--- config.mk ---
export PLATFORM = sky130hd
export DESIGN_NAME = congestion_estimator
export DESIGN_NICKNAME = d
export VERILOG_FILES = /design/src/rtl/traffic_pkg.sv /design/src/rtl/frame_watchdog.sv /design/src/rtl/congestion_estimator.sv
export SDC_FILE = /design/constraint.sdc
export NUM_CORES = 1
export LEC_CHECK = 0
export CORE_ASPECT_RATIO = 1.2
export CORE_MARGIN = 8
export CORE_UTILIZATION = 28
export DETAILED_ROUTE_END_ITERATION = 7
export PLACE_DENSITY = 0.52
export SETUP_SLACK_MARGIN = 0.5
export SLEW_MARGIN = 15
export SYNTH_ARGS = -nofsm -noshare
export SYNTH_HDL_FRONTEND = slang
export SYNTH_SLANG_ARGS = --single-unit
--- constraint.sdc ---
create_clock -name clk -period 5.56 [get_ports clk]
set_clock_uncertainty 0.05 [all_clocks]
set_input_delay 0.556 -clock clk [delete_from_list [all_inputs] [get_ports clk]]
set_output_delay 0.556 -clock clk [all_outputs]
set_load 0.1 [all_outputs]
--- src/rtl/traffic_pkg.sv ---
// Shared encodings between congestion_estimator and traffic_controller.
// Level encodings are part of the interface to traffic_controller; keep them stable.
package traffic_pkg;

    typedef enum logic [1:0] {
        LVL_LOW  = 2'd0,
        LVL_MED  = 2'd1,
        LVL_HIGH = 2'd2,
        LVL_JAM  = 2'd3
    } level_t;

    typedef enum logic [1:0] {
        ST_IDLE     = 2'd0,
        ST_ACCUM    = 2'd1,
        ST_CLASSIFY = 2'd2
    } est_state_t;

    function automatic level_t classify(input int unsigned avg,
                                        input int unsigned th_med,
                                        input int unsigned th_high,
                                        input int unsigned th_jam);
        if (avg >= th_jam)  return LVL_JAM;
        if (avg >= th_high) return LVL_HIGH;
        if (avg >= th_med)  return LVL_MED;
        return LVL_LOW;
    endfunction

endpackage

--- src/rtl/frame_watchdog.sv ---
// Frame-arrival watchdog: raises a sticky fail-safe after TIMEOUT_CYCLES idle edges
// and drops it after RECOVER_FRAMES accepted frames with no further timeout.
module frame_watchdog #(
    parameter int unsigned TIMEOUT_CYCLES = 20000,
    parameter int unsigned RECOVER_FRAMES = 2
) (
    input  logic clk,
    input  logic rst,
    input  logic accept,
    output logic fail_safe_en
);

    localparam int unsigned IDLE_W = $clog2(TIMEOUT_CYCLES + 1);
    localparam int unsigned REC_W  = $clog2(RECOVER_FRAMES + 1);

    logic [IDLE_W-1:0] idle_cnt;
    logic [REC_W-1:0]  rec_cnt;
    logic              timeout_hit;

    // Acceptance on the timeout edge clears the counter, so it never "reaches" the limit.
    assign timeout_hit = !accept && (idle_cnt == IDLE_W'(TIMEOUT_CYCLES - 1));

    always_ff @(posedge clk) begin
        if (rst) begin
            idle_cnt     <= '0;
            rec_cnt      <= '0;
            fail_safe_en <= 1'b0;
        end else begin
            if (accept) begin
                idle_cnt <= '0;
            end else if (idle_cnt != IDLE_W'(TIMEOUT_CYCLES)) begin
                idle_cnt <= idle_cnt + IDLE_W'(1);
            end

            if (timeout_hit) begin
                fail_safe_en <= 1'b1;
                rec_cnt      <= '0;
            end else if (fail_safe_en && accept) begin
                if (rec_cnt == REC_W'(RECOVER_FRAMES - 1)) begin
                    fail_safe_en <= 1'b0;
                    rec_cnt      <= '0;
                end else begin
                    rec_cnt <= rec_cnt + REC_W'(1);
                end
            end
        end
    end

endmodule

--- src/rtl/congestion_estimator.sv ---
// Sliding-window average of detector vehicle counts, classified into a congestion
// level with downward hysteresis, plus a frame-arrival fail-safe watchdog.
module congestion_estimator
    import traffic_pkg::*;
#(
    parameter int unsigned COUNT_W        = 8,
    parameter int unsigned AVG_DEPTH      = 4,
    parameter int unsigned TH_MED         = 10,
    parameter int unsigned TH_HIGH        = 25,
    parameter int unsigned TH_JAM         = 45,
    parameter int unsigned HYST           = 2,
    parameter int unsigned TIMEOUT_CYCLES = 20000,
    parameter int unsigned RECOVER_FRAMES = 2
) (
    input  logic               clk,
    input  logic               rst,
    input  logic               count_valid,
    output logic               count_ready,
    input  logic [COUNT_W-1:0] vehicle_count,
    output logic [COUNT_W-1:0] avg_count,
    output logic [1:0]         congestion_level,
    output logic               level_valid,
    output logic               fail_safe_en
);

    localparam int unsigned PTR_W = $clog2(AVG_DEPTH);
    localparam int unsigned SUM_W = COUNT_W + PTR_W;
    localparam int unsigned EXT_W = COUNT_W + 1;

    est_state_t         state;
    logic [COUNT_W-1:0] ring [AVG_DEPTH];
    logic [PTR_W-1:0]   wr_ptr;
    logic [SUM_W-1:0]   sum;
    logic [SUM_W-1:0]   sum_next;
    logic [COUNT_W-1:0] pending;
    level_t             level;
    logic               accept;

    logic [EXT_W-1:0]   hyst_ext;
    logic [COUNT_W-1:0] hyst_avg;
    level_t             raw_lvl;
    level_t             hyst_lvl;
    level_t             next_lvl;

    assign count_ready      = (state == ST_IDLE) && !rst;
    assign accept           = count_valid && count_ready;
    assign congestion_level = level;

    // wr_ptr always points at the oldest entry, which the new count replaces.
    always_comb begin
        sum_next = sum + SUM_W'(pending) - SUM_W'(ring[wr_ptr]);
    end

    // A downward move is only taken once avg+HYST also classifies below the current level.
    always_comb begin
        hyst_ext = {1'b0, avg_count} + EXT_W'(HYST);
        hyst_avg = hyst_ext[COUNT_W] ? '1 : hyst_ext[COUNT_W-1:0];
        raw_lvl  = classify(32'(avg_count), TH_MED, TH_HIGH, TH_JAM);
        hyst_lvl = classify(32'(hyst_avg), TH_MED, TH_HIGH, TH_JAM);
        if (raw_lvl >= level) begin
            next_lvl = raw_lvl;
        end else begin
            next_lvl = (hyst_lvl < level) ? hyst_lvl : level;
        end
    end

    always_ff @(posedge clk) begin
        if (rst) begin
            state       <= ST_IDLE;
            for (int unsigned i = 0; i < AVG_DEPTH; i++) begin
                ring[i] <= '0;
            end
            wr_ptr      <= '0;
            sum         <= '0;
            pending     <= '0;
            avg_count   <= '0;
            level       <= LVL_LOW;
            level_valid <= 1'b0;
        end else begin
            level_valid <= 1'b0;
            unique case (state)
                ST_IDLE: begin
                    if (accept) begin
                        pending <= vehicle_count;
                        state   <= ST_ACCUM;
                    end
                end
                ST_ACCUM: begin
                    ring[wr_ptr] <= pending;
                    wr_ptr       <= wr_ptr + PTR_W'(1);
                    sum          <= sum_next;
                    avg_count    <= COUNT_W'(sum_next >> PTR_W);
                    state        <= ST_CLASSIFY;
                end
                ST_CLASSIFY: begin
                    level       <= next_lvl;
                    level_valid <= 1'b1;
                    state       <= ST_IDLE;
                end
                default: state <= ST_IDLE;
            endcase
        end
    end

    frame_watchdog #(
        .TIMEOUT_CYCLES(TIMEOUT_CYCLES),
        .RECOVER_FRAMES(RECOVER_FRAMES)
    ) u_watchdog (
        .clk         (clk),
        .rst         (rst),
        .accept      (accept),
        .fail_safe_en(fail_safe_en)
    );

endmodule

==> results.toml, run 1 <==
[outcome]
outcome = "completed"

[timing]
tightest_slew_ns = 0.976
setup_viol = 0
min_period_ns = 3.38
slew_viol_final = 0
final.setup.tns_ns = 0
rsz0062_at_grt = "false"
hold_viol_final = 0
post-route-period-util_pct = 60.9
fmax_mhz = 295
slew_headroom_pct = 34.7

[pwr]
p_sw_uw = 524
ir_worst_vdd_mv = 0.123
pwr-share-seq_pct = 40.8
p_per_area_nw_per_um2 = 329
power_leakage_uw = 0.00176
combPwrFrac_pct = 25.6
swShare_pct = 32.8
clkPwrFrac_pct = 33.6
power.internal_uw = 1070

[route]
num_vias = 3052
drt_iter0_drc = 150
routed_wl_um = 8960
first_pass_iters = 4
drt.antenna.violating_nets = 0
wire_per_inst_um = 13.6
route.detailed.drc = 0
vias_per_cell = 4.65

[synth]
syn_area_per_cell_um2 = 9.65
yosys_warnings = 0
synthesis.instances = 439
ys_types = 58
yosys.area.top_type = "edfxtp_1"
ys_ff_latch = 77
async_reset_ff_share_pct = 0
synth_top_area_share_pct = 22.7
synth_area_leaders = "edfxtp_1 23%, dfxtp_1 21%, ha_1 5.6%"
synth_edf_count = 32
synth-main-ff-cell = "dfxtp_1"
syn_area_um2 = 4240
syn-num-nets = 477
yosysSeqAreaShare_pct = 44.0

[cts]
postCtsHoldBufs = 0
cts_setup_buffers = 0
cts_buffers = 9
cts_tree = "done"
htreeDepth = 3
clkLatencyLatePin_ns = 0.33
cts_sinks = 77
cts_resized = 0
clockBufferDepth = 2
root_buffer = "clkbuf_16"
path_clk_slew_ns = 0.06

[finish]
drive_gt1_share_pct = 8.61
syn2layout_area_growth_pct = 14.9
finalInstanceArea_um2 = 4870
nets = 486
antenna_cells = 0

[floorplan]
die-height_um = 151
die-area_um2 = 19300
die_w_um = 128
ios = 24
start_util_pct = 28.4
placementRows = 49
core_um2 = 14900

[critical_path]
crit_top_cell = "a21oi_1"
path_max_fanout = 8
slowest_delay_ns = 0.64
cp_slowest_cell = "dfxtp_1"
worstPathArrival_ns = 3.51
critPathTopFamily = "compound AO/OA/AOI/OAI gates"
setup.worst_path.end_class = "flop"
start_kind = "flop"
crit_chain = "mux4_2 -> fa_1 -> inv_1 -> ha_1 -> a21o_1 -> a21oi_1 -> o21ai_1 -> a311oi_1 -> xnor2_1 -> a21oi_1"
crit_type = "reg2reg"
critical_path_required_ns = 5.69
crit_buf_inv = 1

[place]
hpwl_um = 6930
placed_cell_area_um2 = 4590
gp_congestion = 0.830
io_buffers = 23

[grt]
grt_antenna_before_repair = 0
track_usage_pct = 9.73
grt-ovfl-total = 0
grt_pass1_wl_um = 15000
grt_max_degree = 29
grt_pass1_vias = 3041

[flow_run]
drv_cap = 0

[worst_hold_path]
hp-class = "reg2reg"
worstHoldStart = "u_watchdog.rec_cnt[1]$_SDFFE_PP0P_"
==> placed cells by master, fill, tap and decap left out, types with 14 or more instances in the layout <==
| cell | count |
|---|---|
| inv_1 | 46 |
| dfxtp_1 | 45 |
| nand2_1 | 38 |
| nor2_1 | 38 |
| edfxtp_1 | 32 |
| clkdlybuf4s50_1 | 23 |
| a21oi_1 | 22 |
| ha_1 | 19 |
| nand3_1 | 17 |
| nor4_1 | 17 |
| nor3_1 | 14 |
==> path summary, 6_finish.rpt <==
kind	slack (ns)	depth (start not counted)	to
min reg2reg	0.40	2	u_watchdog.rec_cnt[1]$_SDFFE_PP0P_
min	0.40	2	u_watchdog.rec_cnt[1]$_SDFFE_PP0P_
max reg2reg	2.18	10	avg_count[7]$_SDFFE_PP0P_
max	2.18	10	avg_count[7]$_SDFFE_PP0P_
==> area by class of cell <==
cell class | count | area [um2]
fill | 1562 | 10000
multi-input combinational | 286 | 2040
sequential | 77 | 1860
timing repair buffer | 27 | 260
tap | 204 | 255
clock buffer | 9 | 225
inverter | 47 | 176
clock inverter | 7 | 51.3
==> synth_stat cells, types with 4 or more instances <==
library cell and count:
nand3_1 17, nor2_1 38, xnor2_1 11, o21ai_0 8, xor2_1 11, dfxtp_1 45, fa_1 8, and3_1 4
mux4_2 8, nor3_1 14, edfxtp_1 32, buf_4 9, nand2b_1 8, clkbuf_1 14, inv_1 46, and2_1 8
nand2_1 38, ha_1 19, a21oi_1 22, nor4_1 17, o31ai_1 5
==> registers in the layout, summed over array words and instances (netlist names), 8 cells and up, named ones only <==
signal,cells
pending,8
ring,32
avg_count,8
u_watchdog.idle_cnt,15
==> cells by family after synthesis <==
group | after synthesis | share of synthesized area (%)
simple gates | 161 | 18.8
flops | 77 | 44.0
buf+inv | 76 | 7.98
compound gates | 65 | 10.3
fa+ha+maj | 27 | 9.39
xor+xnor | 22 | 4.55
mux | 11 | 4.99
==> worst register-to-register path, stage by stage, from the launching register on <==
cell and delay (ns):
dfxtp_1 0.64, mux4_2 0.58, fa_1 0.55, inv_1 0.06, ha_1 0.29, a21o_1 0.18, a21oi_1 0.25, o21ai_1 0.12
a311oi_1 0.28, xnor2_1 0.15, a21oi_1 0.08
==> routing by layer <==
layer / GRT usage (%) / vias up / wire length (um)
li1: - / 1539 / -
met1: 11.4 / 1455 / 4030
met2: 16.9 / 47 / 4470
met3: 1.81 / 11 / 315
met4: 4.29 / 0 / 140
met5: 0 / - / 0
==> through the flow <==
stage | setup WS [ns] | hold WS [ns] | instances | total power (uW) | util, %
floorplan | 1.26 | 0.359 | 439 | 992 | -
global placement | 2.15 | 0.367 | 641 | 1070 | 30.8
detailed placement | 2.11 | 0.399 | 641 | 1080 | 30.8
CTS | 2.12 | 0.409 | 657 | 1620 | 32.7
global route | 1.87 | 0.435 | 657 | 1700 | 32.7
finish | 2.18 | 0.403 | 657 | 1600 | 32.7
==> power by group through the flow <==
stage          clock, uW  sequential (uW)  combinational, uW
2_1_floorplan          0              648                344
3_3_place_gp           0              665                404
3_5_place_dp           0              666                411
4_1_cts              559              654                412
5_1_grt              583              658                454
6_report             537              653                409
Power figures use the tool's default switching activity.
==> run 2, diff against run 1 <==
==> constraint.sdc (replaced) <==
create_clock -name clk -period 3.2 [get_ports clk]
set_clock_uncertainty 0.05 [all_clocks]
set_input_delay 0.32 -clock clk [delete_from_list [all_inputs] [get_ports clk]]
set_output_delay 0.32 -clock clk [all_outputs]
set_load 0.1 [all_outputs]
==> results.toml, run 2 (synthesis results as in run 1) <==
[cts]
htreeDepth = 3
root_buffer = "clkbuf_16"
clkLatencyLatePin_ns = 0.33
cts_sinks = 77
path_clk_slew_ns = 0.06
cts_tree = "done"
postCtsHoldBufs = 0
cts_buffers = 9
clockBufferDepth = 2

[timing]
post-route-period-util_pct = 89.7
hold_viol_final = 0
tightest_slew_ns = 0.971
final.setup.tns_ns = 0
min_period_ns = 2.87
rsz0062_at_grt = "true"
slew_viol_final = 0
fin_ws_ns = 0.328
slew_headroom_pct = 35.0
setup_viol = 0
fmax_mhz = 348

[finish]
largest_reg_flops = 32
final_common_cell = "inv_1"
antenna_cells = 0
layout_common_cells = "44 x inv_1, 40 x dfxtp_1, 38 x nand2_1, 37 x nor2_1, 32 x edfxtp_1"
drive_gt1_share_pct = 19.1
top_register = "ring"
multiInputGateArea_um2 = 2190
final_core_util_pct = 34.4
fillerInstances = 1524
syn2layout_area_growth_pct = 21.1
register_area_um2 = 1880
finalInstanceArea_um2 = 5130
top_regs = "ring x32, u_watchdog.idle_cnt x15"
nets = 499

[floorplan]
ios = 24
start_util_pct = 28.4
die-height_um = 151
die-area_um2 = 19300
die_w_um = 128
core_um2 = 14900
placementRows = 49

[grt]
grt_pass1_vias = 3199
grt_antenna_before_repair = 0
grt-ovfl-total = 0
grt_max_degree = 27
grt_pass1_wl_um = 15700
track_usage_pct = 10.3

[worst_hold_path]
hp-class = "reg2reg"

[route]
routed_wl_um = 9370
first_pass_iters = 4
wire_per_inst_um = 14.0
num_vias = 3105
route.detailed.drc = 0
drt.antenna.violating_nets = 0
drt_iter0_drc = 163
vias_per_cell = 4.63

[pwr]
power.internal_uw = 1980
p_per_area_nw_per_um2 = 573
power_uw = 2940
combPwrFrac_pct = 29.3
p_sw_uw = 956
power_leakage_uw = 0.00187
ir_worst_vdd_mv = 0.230
pwr-share-seq_pct = 38.3
clkPwrFrac_pct = 32.4
swShare_pct = 32.5

[place]
pre_cts_ws_ns = 0.121
placed_cell_area_um2 = 4680
io_buffers = 23
hpwl_um = 6930
gp_congestion = 0.751

[critical_path]
cp_slowest_cell = "mux4_2"
start_kind = "flop"
worstPathArrival_ns = 3.08
critical_path_required_ns = 3.41
setup.worst_path.end_class = "flop"
path_max_fanout = 3
slowest_delay_ns = 0.51
crit_chain = "mux4_2 -> fa_1 -> buf_4 -> fa_2 -> nor2b_4 -> o21ai_2 -> a21boi_2 -> o21ai_1 -> a211o_1 -> o211ai_1"
crit_type = "reg2reg"

[flow_run]
drv_cap = 0

[outcome]
outcome = "completed"
-- run 2: cell count changes in the layout (fill, tap and decap cells not counted), moves of 4 or more --
| cell | before | now |
|---|---|---|
| buf_4 | 4 | 23 |
| clkdlybuf4s50_1 | 23 | 15 |
| dfxtp_1 | 45 | 40 |
| dfxtp_4 | 0 | 4 |
| ha_1 | 19 | 11 |
| ha_4 | 0 | 6 |
| o21ai_0 | 8 | 4 |
-- run 2: repair_timing --
action | in CTS | in global routing
endpoints found under the setup margin | 7 | 9
resized for setup | 10 | 22
pin swaps | 6 | 7
setup buffers | 4 | 2
-- run 2: final timing paths --
| kind | startpoint | to | slack (ns) | cells past startpoint |
|---|---|---|---|---|
| worst min-delay path | u_watchdog.rec_cnt[1]$_SDFFE_PP0P_ | u_watchdog.rec_cnt[1]$_SDFFE_PP0P_ | 0.40 | 2 |
| worst max-delay path | flop | avg_count[6]$_SDFFE_PP0P_ | 0.33 | 10 |
| worst max register to register | flop | avg_count[6]$_SDFFE_PP0P_ | 0.33 | 10 |
| worst min register to register | u_watchdog.rec_cnt[1]$_SDFFE_PP0P_ | u_watchdog.rec_cnt[1]$_SDFFE_PP0P_ | 0.40 | 2 |
-- run 2: final cells by class --
type / instances / area share [%]
inverters: 47 / 3.44
clock buffers: 11 / 4.73
well taps: 204 / 4.98
clock inverters: 5 / 0.634
flip-flops and latches: 77 / 36.6
repair buffers: 40 / 6.98
multi-input cells: 286 / 42.6
-- run 2: power by group through the flow --
| stage | sequential [uW] | clock [uW] | combinational (uW) |
|---|---|---|---|
| floorplan | 1130 | 0 | 614 |
| global placement | 1140 | 0 | 724 |
| detailed placement | 1140 | 0 | 739 |
| CTS | 1120 | 979 | 782 |
| global route | 1130 | 1020 | 948 |
| finish | 1130 | 952 | 862 |
-- run 2: stage by stage --
step | std cells | hold slack (ns)
after CTS | 668 | 0.402
final | 670 | 0.402
after floorplan | 439 | 0.359
after global placement | 648 | 0.367
after global routing | 670 | 0.425
after detailed placement | 648 | 0.393
-- run 2: critical path, delay by kind of cell, from the launching register on --
family / cells / cell delay [ns]
adder cells (fa/ha/maj): 2 / 0.83
AO/OA/AOI/OAI: 5 / 0.75
multiplexers: 1 / 0.51
flip-flops: 1 / 0.37
buffers and inverters: 1 / 0.15
AND/OR/NAND/NOR: 1 / 0.14
-- run 2: routing by layer --
metal	vias to the layer above	routed length (um)	track usage, %	part of all wire, %
li1	1569	-	-	-
met1	1478	4180	11.7	45
met2	41	4640	18.0	49
met3	17	388	2.55	4.1
met4	0	170	3.99	1.8
met5	-	0	0	0
==> run 3, diff against run 2 <==
--- a/config.mk
+++ b/config.mk
@@ -11,7 +11,7 @@
 export DETAILED_ROUTE_END_ITERATION = 7
 export PLACE_DENSITY = 0.52
 export SETUP_SLACK_MARGIN = 0.5
-export SLEW_MARGIN = 15
+export SLEW_MARGIN = 40
 export SYNTH_ARGS = -nofsm -noshare
 export SYNTH_HDL_FRONTEND = slang
 export SYNTH_SLANG_ARGS = --single-unit
==> results.toml, run 3 (synthesis results as in run 1) <==
[finish]
top_regs = "ring x32, u_watchdog.idle_cnt x15"
fillerInstances = 1564
fin_cells = 671
nets = 500
finalInstanceArea_um2 = 5100
layout_common_cells = "43 x inv_1, 41 x dfxtp_1, 38 x nand2_1, 37 x nor2_1, 32 x edfxtp_1"
syn2layout_area_growth_pct = 20.4
final_common_cell = "inv_1"
top_register = "ring"
largest_reg_flops = 32
drive_gt1_share_pct = 19.9
antenna_cells = 0

[critical_path]
worstRegToRegCells = 10
start_kind = "flop"
worstPathArrival_ns = 3.07
setup.worst_path.end_class = "flop"
r2r_end = "avg_count[5]$_SDFFE_PP0P_"
critical_path_required_ns = 3.39
crit_type = "reg2reg"
r2r_setup_slack_ns = 0.33
path_max_fanout = 6

[grt]
track_usage_pct = 10.1
grt_pass1_wl_um = 15500
grt-ovfl-total = 0
grt_max_degree = 27
grt_pass1_vias = 3247
grt_antenna_before_repair = 0

[pwr]
pwr-share-seq_pct = 38.3
clkPwrFrac_pct = 32.5
ir_worst_vdd_mv = 0.218
power_leakage_uw = 0.00189
swShare_pct = 32.3
power.internal_uw = 1980
combPwrFrac_pct = 29.2
p_per_area_nw_per_um2 = 575
p_sw_uw = 947

[cts]
clockBufferDepth = 2
postCtsHoldBufs = 0
path_clk_slew_ns = 0.06
clkLatencyLatePin_ns = 0.33
root_buffer = "clkbuf_16"
cts_tree = "done"
cts_buffers = 9
cts_sinks = 77
htreeDepth = 3

[timing]
post-route-period-util_pct = 89.8
hold_viol_final = 0
tightest_slew_ns = 0.723
rsz0062_at_grt = "true"
slew_viol_final = 0
fmax_mhz = 348
setup_viol = 0
final.setup.tns_ns = 0
slew_headroom_pct = 51.5
min_period_ns = 2.87

[floorplan]
die_w_um = 128
die-area_um2 = 19300
start_util_pct = 28.4
die-height_um = 151
placementRows = 49
core_um2 = 14900
ios = 24

[place]
hpwl_um = 6930
dp_cells = 648
gp_congestion = 0.751
io_buffers = 23
placed_cell_area_um2 = 4650

[worst_hold_path]
whs_path_depth = 2
min_to = "u_watchdog.rec_cnt[1]$_SDFFE_PP0P_"
worstHoldStart = "u_watchdog.rec_cnt[1]$_SDFFE_PP0P_"
hp-class = "reg2reg"

[route]
drt-met1-wl_um = 4340
routed_wl_um = 9270
route.met2.wl_um = 4510
met3RoutedLength_um = 246
drt_iter0_drc = 151
first_pass_iters = 4
route.detailed.drc = 0
num_vias = 3076
wire_per_inst_um = 13.8
vias_per_cell = 4.58
top_layer_used = "met4"
drt.antenna.violating_nets = 0

[outcome]
outcome = "completed"

[flow_run]
drv_cap = 0
==> run 3: power groups by stage <==
stage | Clock [uW] | Sequential [uW] | Combinational (uW)
floorplan | 0 | 1130 | 614
global placement | 0 | 1140 | 724
detailed placement | 0 | 1140 | 737
CTS | 980 | 1120 | 788
global route | 1010 | 1130 | 942
finish | 952 | 1120 | 856
==> run 3: cell type report <==
type                    instances  area [um2]  share of cell area (%)
clock buffers                  11         243                    4.76
clock inverters                 5        32.5                   0.638
inverters                      47         176                    3.46
flip-flops and latches         77        1870                    36.7
multi-input cells             286        2180                    42.7
repair buffers                 41         340                    6.68
well taps                     204         255                    5.01
==> run 3: how the worst max path moves through the flow <==
| stage | end | slack, ns | cells past startpoint |
|---|---|---|---|
| 2_1_floorplan | avg_count[7]$_SDFFE_PP0P_ | 0.30 | 11 |
| 3_3_place_gp | avg_count[5]$_SDFFE_PP0P_ | 0.21 | 10 |
| 3_5_place_dp | avg_count[6]$_SDFFE_PP0P_ | 0.15 | 11 |
| 4_1_cts | avg_count[5]$_SDFFE_PP0P_ | 0.28 | 10 |
| 5_1_grt | avg_count[5]$_SDFFE_PP0P_ | 0.21 | 10 |
| 6_report | avg_count[5]$_SDFFE_PP0P_ | 0.33 | 10 |
==> run 3: what timing repair did <==
action                                  CTS  global route
setup buffers                             3             4
endpoints found under the setup margin    7             9
pin swaps                                 7            14
resized for setup                        15            12
==> run 3: through the flow <==
| step | hold slack (ns) | util, % | setup WS [ns] | total power (uW) |
|---|---|---|---|---|
| global placement | 0.367 | 31.4 | 0.206 | 1860 |
| detailed placement | 0.394 | 31.2 | 0.146 | 1880 |
| CTS | 0.403 | 33.5 | 0.285 | 2890 |
| global route | 0.421 | 34.2 | 0.215 | 3090 |
| floorplan | 0.359 | - | 0.295 | 1740 |
| finish | 0.407 | 34.2 | 0.327 | 2930 |
==> run 3: metal layers <==
| metal | track usage (%) | vias up |
|---|---|---|
| met3 | 1.84 | 12 |
| li1 | - | 1565 |
| met4 | 4.65 | 0 |
| met5 | 0 | - |
| met1 | 11.5 | 1470 |
| met2 | 17.8 | 29 |
==> run 3: worst max-delay path: stages (launching register included) <==
cell and delay (ns):
dfxtp_4 0.37, buf_8 0.13, mux4_2 0.51, fa_1 0.49, inv_1 0.06, ha_4 0.28
inv_1 0.06, o21ai_2 0.20, a31oi_1 0.14, or4_1 0.41, o311ai_1 0.09
